<file path="src/rtl/bram_fifo_pkg.sv">
// Shared types and sizing helpers for the BRAM-backed streaming FIFO controller.
// Latency: n/a (declarations only).
// Backpressure: n/a (declarations only).
package bram_fifo_pkg;

    // Skid buffer occupancy: 0, 1 or 2 words.
    typedef logic [1:0] skid_occ_t;

    localparam int SKID_ENTRIES       = 2;
    localparam int DEFAULT_ADDR_WIDTH = 10;

    // BRAM depth for a given address width.
    function automatic int depth_of(input int addr_width);
        return 1 << addr_width;
    endfunction

    localparam int DEFAULT_DEPTH = depth_of(DEFAULT_ADDR_WIDTH);

endpackage

</file>
<file path="src/rtl/bram_fifo_ctrl_if.sv">
// Bundle of the stream push side, stream pop side and both BRAM ports of the FIFO controller.
// Latency: n/a (wires only).
// Backpressure: in_ready throttles producers, out_ready throttles the controller's output.
// master = controller side, slave = producer/consumer/BRAM environment.
interface bram_fifo_ctrl_if #(
    parameter int ADDR_WIDTH = 10,
    parameter int DATA_WIDTH = 8
);
    logic                  clr;
    logic [DATA_WIDTH-1:0] in_data;
    logic                  in_valid;
    logic                  in_ready;
    logic [DATA_WIDTH-1:0] out_data;
    logic                  out_valid;
    logic                  out_ready;
    logic [ADDR_WIDTH+1:0] count;
    logic                  mem_we_a;
    logic [ADDR_WIDTH-1:0] mem_addr_a;
    logic [DATA_WIDTH-1:0] mem_din_a;
    logic                  mem_we_b;
    logic [ADDR_WIDTH-1:0] mem_addr_b;
    logic [DATA_WIDTH-1:0] mem_dout_b;

    modport master (
        input  clr, in_data, in_valid, out_ready, mem_dout_b,
        output in_ready, out_data, out_valid, count,
               mem_we_a, mem_addr_a, mem_din_a, mem_we_b, mem_addr_b
    );

    modport slave (
        output clr, in_data, in_valid, out_ready, mem_dout_b,
        input  in_ready, out_data, out_valid, count,
               mem_we_a, mem_addr_a, mem_din_a, mem_we_b, mem_addr_b
    );
endinterface

</file>
<file path="src/rtl/fifo_skid2.sv">
// Two-entry registered skid buffer that catches BRAM read data; head word is out_data.
// Latency: a word pushed in cycle N is visible at the head in cycle N+1 (if the buffer was empty).
// Backpressure: none internally; the caller must never push into a full buffer without a pop.
// Ports: clk/reset, clr (sync flush), push/push_data (tail write), pop (head advance),
//        occ (0..2), head_data (registered head word).
module fifo_skid2
    import bram_fifo_pkg::*;
#(
    parameter int DATA_WIDTH = 8
) (
    input  logic                  clk,
    input  logic                  reset,
    input  logic                  clr,
    input  logic                  push,
    input  logic [DATA_WIDTH-1:0] push_data,
    input  logic                  pop,
    output skid_occ_t             occ,
    output logic [DATA_WIDTH-1:0] head_data
);

    logic [DATA_WIDTH-1:0] d0;   // head
    logic [DATA_WIDTH-1:0] d1;   // second entry

    assign head_data = d0;

    always_ff @(posedge clk or posedge reset) begin
        if (reset) begin
            occ <= '0;
            d0  <= '0;
            d1  <= '0;
        end else if (clr) begin
            // Flush wins over a capture in the same cycle: returning data is dropped.
            occ <= '0;
        end else begin
            unique case ({push, pop})
                2'b11: begin
                    // Occupancy unchanged; the head advances and the new word joins the tail.
                    if (occ == 2'd1) begin
                        d0 <= push_data;
                    end else begin
                        d0 <= d1;
                        d1 <= push_data;
                    end
                end
                2'b10: begin
                    if (occ == 2'd0) begin
                        d0  <= push_data;
                        occ <= 2'd1;
                    end else if (occ == 2'd1) begin
                        d1  <= push_data;
                        occ <= 2'd2;
                    end
                end
                2'b01: begin
                    d0  <= d1;
                    occ <= occ - 2'd1;
                end
                default: ;
            endcase
        end
    end

endmodule

</file>
<file path="src/rtl/bram_fifo_ctrl.sv">
// Streaming FIFO controller over an external 1-cycle-latency dual-port BRAM, FWFT output via a skid buffer.
// Latency: push in cycle N -> out_valid in cycle N+3 from empty; sustains 1 word/cycle once filled.
// Backpressure: in_ready drops when the BRAM holds DEPTH words; out_ready stalls reads, skid absorbs the in-flight word.
// Ports: clk, reset (async, active-high), bus (master modport): clr, in_*, out_*, count, BRAM ports A (write) and B (read).
module bram_fifo_ctrl
    import bram_fifo_pkg::*;
#(
    parameter int ADDR_WIDTH = DEFAULT_ADDR_WIDTH,
    parameter int DATA_WIDTH = 8
) (
    input  logic             clk,
    input  logic             reset,
    bram_fifo_ctrl_if.master bus
);

    localparam int                  DEPTH     = depth_of(ADDR_WIDTH);
    localparam logic [ADDR_WIDTH:0] DEPTH_CNT = (ADDR_WIDTH+1)'(DEPTH);

    logic [ADDR_WIDTH-1:0] wr_ptr;
    logic [ADDR_WIDTH-1:0] rd_ptr;
    logic [ADDR_WIDTH:0]   mem_count;    // words resident in the BRAM only
    logic                  rd_inflight;  // a read issued last cycle returns on mem_dout_b now
    skid_occ_t             occ;
    logic [DATA_WIDTH-1:0] skid_head;

    logic                  in_ready;
    logic                  out_valid;
    logic                  push;
    logic                  pop;
    logic                  issue;
    logic [2:0]            slots;

    // Reset is folded in combinationally so in_ready is low while reset is held
    // and high from the very first cycle after it is released.
    assign in_ready  = ~reset & (mem_count != DEPTH_CNT) & ~bus.clr;
    assign push      = bus.in_valid & in_ready;
    assign out_valid = (occ != 2'd0);
    assign pop       = out_valid & bus.out_ready;

    // Words that will sit in the skid after this cycle if no new read is issued;
    // a read is only issued when its return is guaranteed a free skid slot.
    assign slots = 3'(occ) + 3'(rd_inflight) - 3'(pop);
    assign issue = (mem_count != '0) & (slots < 3'(SKID_ENTRIES)) & ~bus.clr;

    assign bus.in_ready   = in_ready;
    assign bus.out_valid  = out_valid;
    assign bus.out_data   = skid_head;
    assign bus.mem_we_a   = push;
    assign bus.mem_addr_a = wr_ptr;
    assign bus.mem_din_a  = bus.in_data;
    assign bus.mem_we_b   = 1'b0;
    assign bus.mem_addr_b = rd_ptr;
    assign bus.count      = (ADDR_WIDTH+2)'(mem_count) + (ADDR_WIDTH+2)'(rd_inflight)
                          + (ADDR_WIDTH+2)'(occ);

    always_ff @(posedge clk or posedge reset) begin
        if (reset) begin
            wr_ptr      <= '0;
            rd_ptr      <= '0;
            mem_count   <= '0;
            rd_inflight <= 1'b0;
        end else if (bus.clr) begin
            wr_ptr      <= '0;
            rd_ptr      <= '0;
            mem_count   <= '0;
            rd_inflight <= 1'b0;
        end else begin
            // Pointers wrap through natural ADDR_WIDTH overflow.
            if (push) begin
                wr_ptr <= wr_ptr + ADDR_WIDTH'(1);
            end
            if (issue) begin
                rd_ptr <= rd_ptr + ADDR_WIDTH'(1);
            end
            unique case ({push, issue})
                2'b10:   mem_count <= mem_count + (ADDR_WIDTH+1)'(1);
                2'b01:   mem_count <= mem_count - (ADDR_WIDTH+1)'(1);
                default: ;
            endcase
            rd_inflight <= issue;
        end
    end

    // Capture BRAM read data into the skid tail the cycle it arrives.
    fifo_skid2 #(
        .DATA_WIDTH(DATA_WIDTH)
    ) u_skid (
        .clk       (clk),
        .reset     (reset),
        .clr       (bus.clr),
        .push      (rd_inflight),
        .push_data (bus.mem_dout_b),
        .pop       (pop),
        .occ       (occ),
        .head_data (skid_head)
    );

endmodule
</file>
<file path="src/flat_wrapper.sv">
// flat-port wrapper written by rule: the top's interface ports become plain ports
module bram_fifo_ctrl_flat import bram_fifo_pkg::*;
#(
    parameter int ADDR_WIDTH = DEFAULT_ADDR_WIDTH,
    parameter int DATA_WIDTH = 8
)
  (clk, reset, bus_clr, bus_in_data, bus_in_valid, bus_out_ready, bus_mem_dout_b, bus_in_ready, bus_out_data, bus_out_valid, bus_count, bus_mem_we_a, bus_mem_addr_a, bus_mem_din_a, bus_mem_we_b, bus_mem_addr_b);
  bram_fifo_ctrl_if #(.ADDR_WIDTH(ADDR_WIDTH), .DATA_WIDTH(DATA_WIDTH)) bus_i ();
  input  logic clk;
  input  logic reset;
  input wire logic [$bits(bus_i.clr)-1:0] bus_clr;
  input wire logic [$bits(bus_i.in_data)-1:0] bus_in_data;
  input wire logic [$bits(bus_i.in_valid)-1:0] bus_in_valid;
  input wire logic [$bits(bus_i.out_ready)-1:0] bus_out_ready;
  input wire logic [$bits(bus_i.mem_dout_b)-1:0] bus_mem_dout_b;
  output wire logic [$bits(bus_i.in_ready)-1:0] bus_in_ready;
  output wire logic [$bits(bus_i.out_data)-1:0] bus_out_data;
  output wire logic [$bits(bus_i.out_valid)-1:0] bus_out_valid;
  output wire logic [$bits(bus_i.count)-1:0] bus_count;
  output wire logic [$bits(bus_i.mem_we_a)-1:0] bus_mem_we_a;
  output wire logic [$bits(bus_i.mem_addr_a)-1:0] bus_mem_addr_a;
  output wire logic [$bits(bus_i.mem_din_a)-1:0] bus_mem_din_a;
  output wire logic [$bits(bus_i.mem_we_b)-1:0] bus_mem_we_b;
  output wire logic [$bits(bus_i.mem_addr_b)-1:0] bus_mem_addr_b;
  assign bus_i.clr = bus_clr;
  assign bus_i.in_data = bus_in_data;
  assign bus_i.in_valid = bus_in_valid;
  assign bus_i.out_ready = bus_out_ready;
  assign bus_i.mem_dout_b = bus_mem_dout_b;
  assign bus_in_ready = bus_i.in_ready;
  assign bus_out_data = bus_i.out_data;
  assign bus_out_valid = bus_i.out_valid;
  assign bus_count = bus_i.count;
  assign bus_mem_we_a = bus_i.mem_we_a;
  assign bus_mem_addr_a = bus_i.mem_addr_a;
  assign bus_mem_din_a = bus_i.mem_din_a;
  assign bus_mem_we_b = bus_i.mem_we_b;
  assign bus_mem_addr_b = bus_i.mem_addr_b;
  bram_fifo_ctrl #(.ADDR_WIDTH(ADDR_WIDTH), .DATA_WIDTH(DATA_WIDTH)) u_core (.clk(clk), .reset(reset), .bus(bus_i));
endmodule
</file>
<file path="config.mk">
export PLATFORM = sky130hd
export DESIGN_NAME = bram_fifo_ctrl_flat
export DESIGN_NICKNAME = d
export VERILOG_FILES = /design/src/rtl/bram_fifo_pkg.sv /design/src/rtl/bram_fifo_ctrl_if.sv /design/src/rtl/fifo_skid2.sv /design/src/rtl/bram_fifo_ctrl.sv /design/src/flat_wrapper.sv
export SDC_FILE = /design/constraint.sdc
export NUM_CORES = 1
export LEC_CHECK = 0
export CAP_MARGIN = 25
export CORE_MARGIN = 2
export CORE_UTILIZATION = 48
export DETAILED_ROUTE_END_ITERATION = 16
export GPL_TIMING_DRIVEN = 0
export PLACE_DENSITY = 0.84
export RECOVER_POWER = 50
export SETUP_SLACK_MARGIN = 0.3
export SYNTH_ARGS = -nofsm -noshare
export SYNTH_HDL_FRONTEND = slang
export SYNTH_SLANG_ARGS = --single-unit
</file>
<file path="constraint.sdc">
create_clock -name clk -period 6.1 [get_ports clk]
set_clock_uncertainty 0.15 [all_clocks]
set_input_delay 0.915 -clock clk [delete_from_list [all_inputs] [get_ports clk]]
set_output_delay 0.915 -clock clk [all_outputs]
set_load 0.02 [all_outputs]
</file>
==> key figures <==
Routing
  – Post-route DRC violation count: 0
  – Via density: approximately 5.6
  – DRT antenna net count: 0
  – Routed wire length: slightly above 7000 µm
  – Iteration-0 DRC Markers: between 100 and 150
  – Wirelength per Cell: about 15 µm
  – TritonRoute pass-1 iters: 5
  – DR vias: 2753

Floorplanning
  – Core ar.: about 6400 µm²
  – Row Count: 29
  – Die area: 7420 µm²
  – Initial Util: between 50 and 60%
  – Die Y: 86.2 µm
  – Die span in x: approximately 86 µm
  – Top Ports: between 70 and 80

Placed design
  – Routability congestion estimate: between 0.8 and 0.9
  – Hpwl dp: approximately 5300 µm
  – DP Cell Count: ~480
  – PortBufs: 63

Critical path
  – CP max FO: 10
  – Data arrival time at the worst-slack endpoint: 5.46 ns
  – Element type at the critical path start: input port
  – Crit Path Class: input port to flip-flop
  – Worst Setup End Kind: flip-flop
  – Critical Path RT: 6.15 ns
  – R2R depth: 18

Finish
  – Core Util, Final: between 60 and 70%
  – Post-layout nets: roughly 460
  – Area growth, synth to finish: 26.4%
  – Antenna diodes: 0
  – Share of cells above drive strength 1: under 10%
  – Finished Layout Cells: 490

Yosys
  – Syn_nets: just under 400
  – Synth cell types: 49
  – #FFs+latches synth: 50
  – Syn_area_per_cell: approximately 9.5 µm²
  – Mapped Cells: approximately 340
  – Sequential share of the synthesized area: between 30% and 40%
  – Asr flop ratio synth: between 90% and 100%
  – Post-synth EDFFs: 0
  – Synthesized area: 3240 µm²
  – Syn. warnings: 0
  – Main synth FF type: dfrtp_1

GRT
  – Total track usage: 19.9%
  – Vias in the first global route: ~2700
  – Largest net degree at the start of global routing: 36
  – GRT overflow: 0
  – First-pass GRT wire length: approximately 12000 µm
  – Initial antenna violation count: 0

CTS
  – Clock transition at path regs: 0.09 ns
  – Clock Sink Count: 50
  – Hold buffer count at CTS: 0
  – Insertion delay to the later sink of the worst-skew pair: 0.31 ns
  – Root buffer cell: clkbuf_8
  – CTS tree: done
  – Number of buffers created by CTS: 5
  – H-Tree Depth: 2
  – Clock buffer depth: 2

Pwr
  – P_leak: approximately 1.9 nW
  – Switching share of power: roughly 44%
  – Clock power frac: 12.0%
  – VDD IR max: about 0.25 mV
  – Tot Pwr: 2.03 mW
  – Switching power: about 0.9 mW
  – Combinational share of power: 62.9%
  – Power density cells: roughly 500 nW/µm²
  – Internal power: 1.14 mW
  – Seq pwr share: about 25%

STA
  – Setup Viol. Count Final: 0
  – Period utilisation layout: 88.6%
  – Total Neg Setup Slack: 0 ns
  – Unrepaired setup endpoints after global routing: no
  – Post-layout min period: around 5.4 ns
  – Final Hold Fails: 0
  – Rel. slew slack: -28.9%
  – Min Hold Slack: about 0.34 ns
  – Max Slew Vio Count: 36
  – Max Freq: 0.185 GHz
  – Worst Tran Pin Value: about 1.9 ns

Hold path
  – WHS Path Cells: 2
  – Worst hold path type: flip-flop to flip-flop

Run status
  – Failing checks: capacitance limit, slew limit
  – Outcome: finished with violations

Job
  – MaxCap Viol Count: 1
## worst max-delay path, cell delays in order
cell             delay [ns]
clkdlybuf4s50_1        0.45
nor2b_2                0.22
ha_1                   0.32
nand2b_1               0.19
fa_1                   0.38
xnor2_1                0.13
and2_1                 0.21
o21ai_2                0.12
clkbuf_4               0.22
or3_1                  0.39
clkinvlp_4             0.19
ha_1                   0.33
a2111o_1               0.44
o21ai_1                0.21
o21ai_0                0.19
mux2i_1                0.19
mux2_2                 0.35
## layout by cell type (no fill, tap or decap), drive strengths merged, types with 3 or more instances in the layout
master / instances
mux2: 11
a22oi: 7
dfrtp: 50
a21oi: 9
ha: 19
nor2b: 5
or4: 3
clkbuf: 17
o21ai: 18
nand2b: 3
dlygate4sd3: 26
nand2: 23
and2: 4
nor2: 40
nand3: 10
nor3: 9
fa: 4
xor2: 14
mux2i: 9
nor4: 3
or3: 5
xnor2: 18
clkdlybuf4s50: 37
inv: 17
nand4: 6
buf: 12
a211oi: 8
## kinds of logic (layout without fill, tap and decap cells)
kind of cell,count (synthesis),count (layout),share of synthesized area (%)
other cells,1,1,0.116
simple gates,116,116,17.2
buf+inv,40,111,6.18
flops,50,50,38.6
compound gates,60,60,12.8
xor+xnor,32,32,8.65
fa+ha+maj,23,23,9.81
mux,20,20,6.61
## what timing repair did
item | CTS | global route
endpoints found under the setup margin | 0 | 2
gates resized for setup | 0 | 5
buffers inserted | 0 | 0
## through the flow
stage                     area (µm²)  setup slack [ns]
after floorplan                 3240              1.12
after global placement          3970             0.134
after global routing            4100             0.410
after CTS                       4100             0.347
after detailed placement        3990            0.0505
final                           4100             0.694
## sequential cells by signal (all words and copies together), names as in the netlist
register / count
u_core.bus.mem_addr_a: 10
u_core.bus.mem_addr_b: 10
u_core.mem_count: 11
u_core.rd_inflight: 1
u_core.u_skid.d1: 8
u_core.u_skid.head_data: 8
u_core.u_skid.occ: 2
## synth_stat cells, types with 2 or more instances
master    count  area share, %
dfrtp_1      50             39
nor2_1       40            4.6
nand2_1      23            2.7
ha_1         19            7.3
inv_1        18            2.1
xnor2_1      18            4.9
o21ai_0      17            2.6
xor2_1       14            3.8
mux2_2       11            3.8
nand3_1      10            1.5
a21oi_1       9            1.4
buf_4         9            2.1
clkbuf_1      9            1.0
mux2i_1       9            2.8
nor3_1        9            1.4
a22oi_1       7            1.6
nand4_1       6            1.2
nor2b_1       5           0.97
or3_1         5           0.97
a211oi_1      4           0.93
a211oi_2      4            1.5
and2_1        4           0.77
fa_1          4            2.5
nand2b_1      3           0.58
nor4_1        3           0.58
a21o_1        2           0.46
a31oi_1       2           0.39
and3_1        2           0.39
buf_6         2           0.70
nand3b_1      2           0.46
o211ai_1      2           0.46
o21a_1        2           0.46
or4_1         2           0.46
## metal layers
layer  GRT usage [%]  vias to the layer above  wire [µm]
li1                -                     1320          -
met1            25.3                     1331       3060
met2            33.4                       87       3590
met3            4.33                       15        451
met4            7.36                        0        110
met5               0                        -          0
## layout make-up
type | count | area, µm²
Buffer | 22 | 135
Clock buffer | 6 | 82.6
Clock inverter | 1 | 30.0
Fill cell | 543 | 2330
Inverter | 18 | 71.3
Multi-Input combinational cell | 252 | 1790
Sequential cell | 50 | 1250
Tap cell | 77 | 96.3
Timing Repair Buffer | 64 | 634
## power by group through the flow
stage	registers, mW	clock network (mW)	logic (mW)
2_1_floorplan	0.533	0	0.899
3_3_place_gp	0.513	0	1.23
3_5_place_dp	0.518	0	1.27
4_1_cts	0.513	0.247	1.28
5_1_grt	0.524	0.258	1.40
6_report	0.512	0.243	1.28
## path summary, 6_finish.rpt
check | slack, ns | from | endpoint
min in group asynchronous | 1.00 | reset | u_core.u_skid.head_data[4]$_DFFE_PP0P_
max in group asynchronous | 2.60 | reset | u_core.bus.mem_addr_b[1]$_DFFE_PP0P_
max reg2reg | 0.82 | u_core.u_skid.occ[1]$_DFFE_PP0P_ | u_core.mem_count[10]$_DFFE_PP0P_
max | 0.69 | bus_out_ready | u_core.mem_count[10]$_DFFE_PP0P_
min reg2reg | 0.34 | u_core.u_skid.head_data[0]$_DFFE_PP0P_ | u_core.u_skid.head_data[0]$_DFFE_PP0P_
min | 0.34 | u_core.u_skid.head_data[0]$_DFFE_PP0P_ | u_core.u_skid.head_data[0]$_DFFE_PP0P_
No activity file was read; power rests on OpenSTA's default activity.
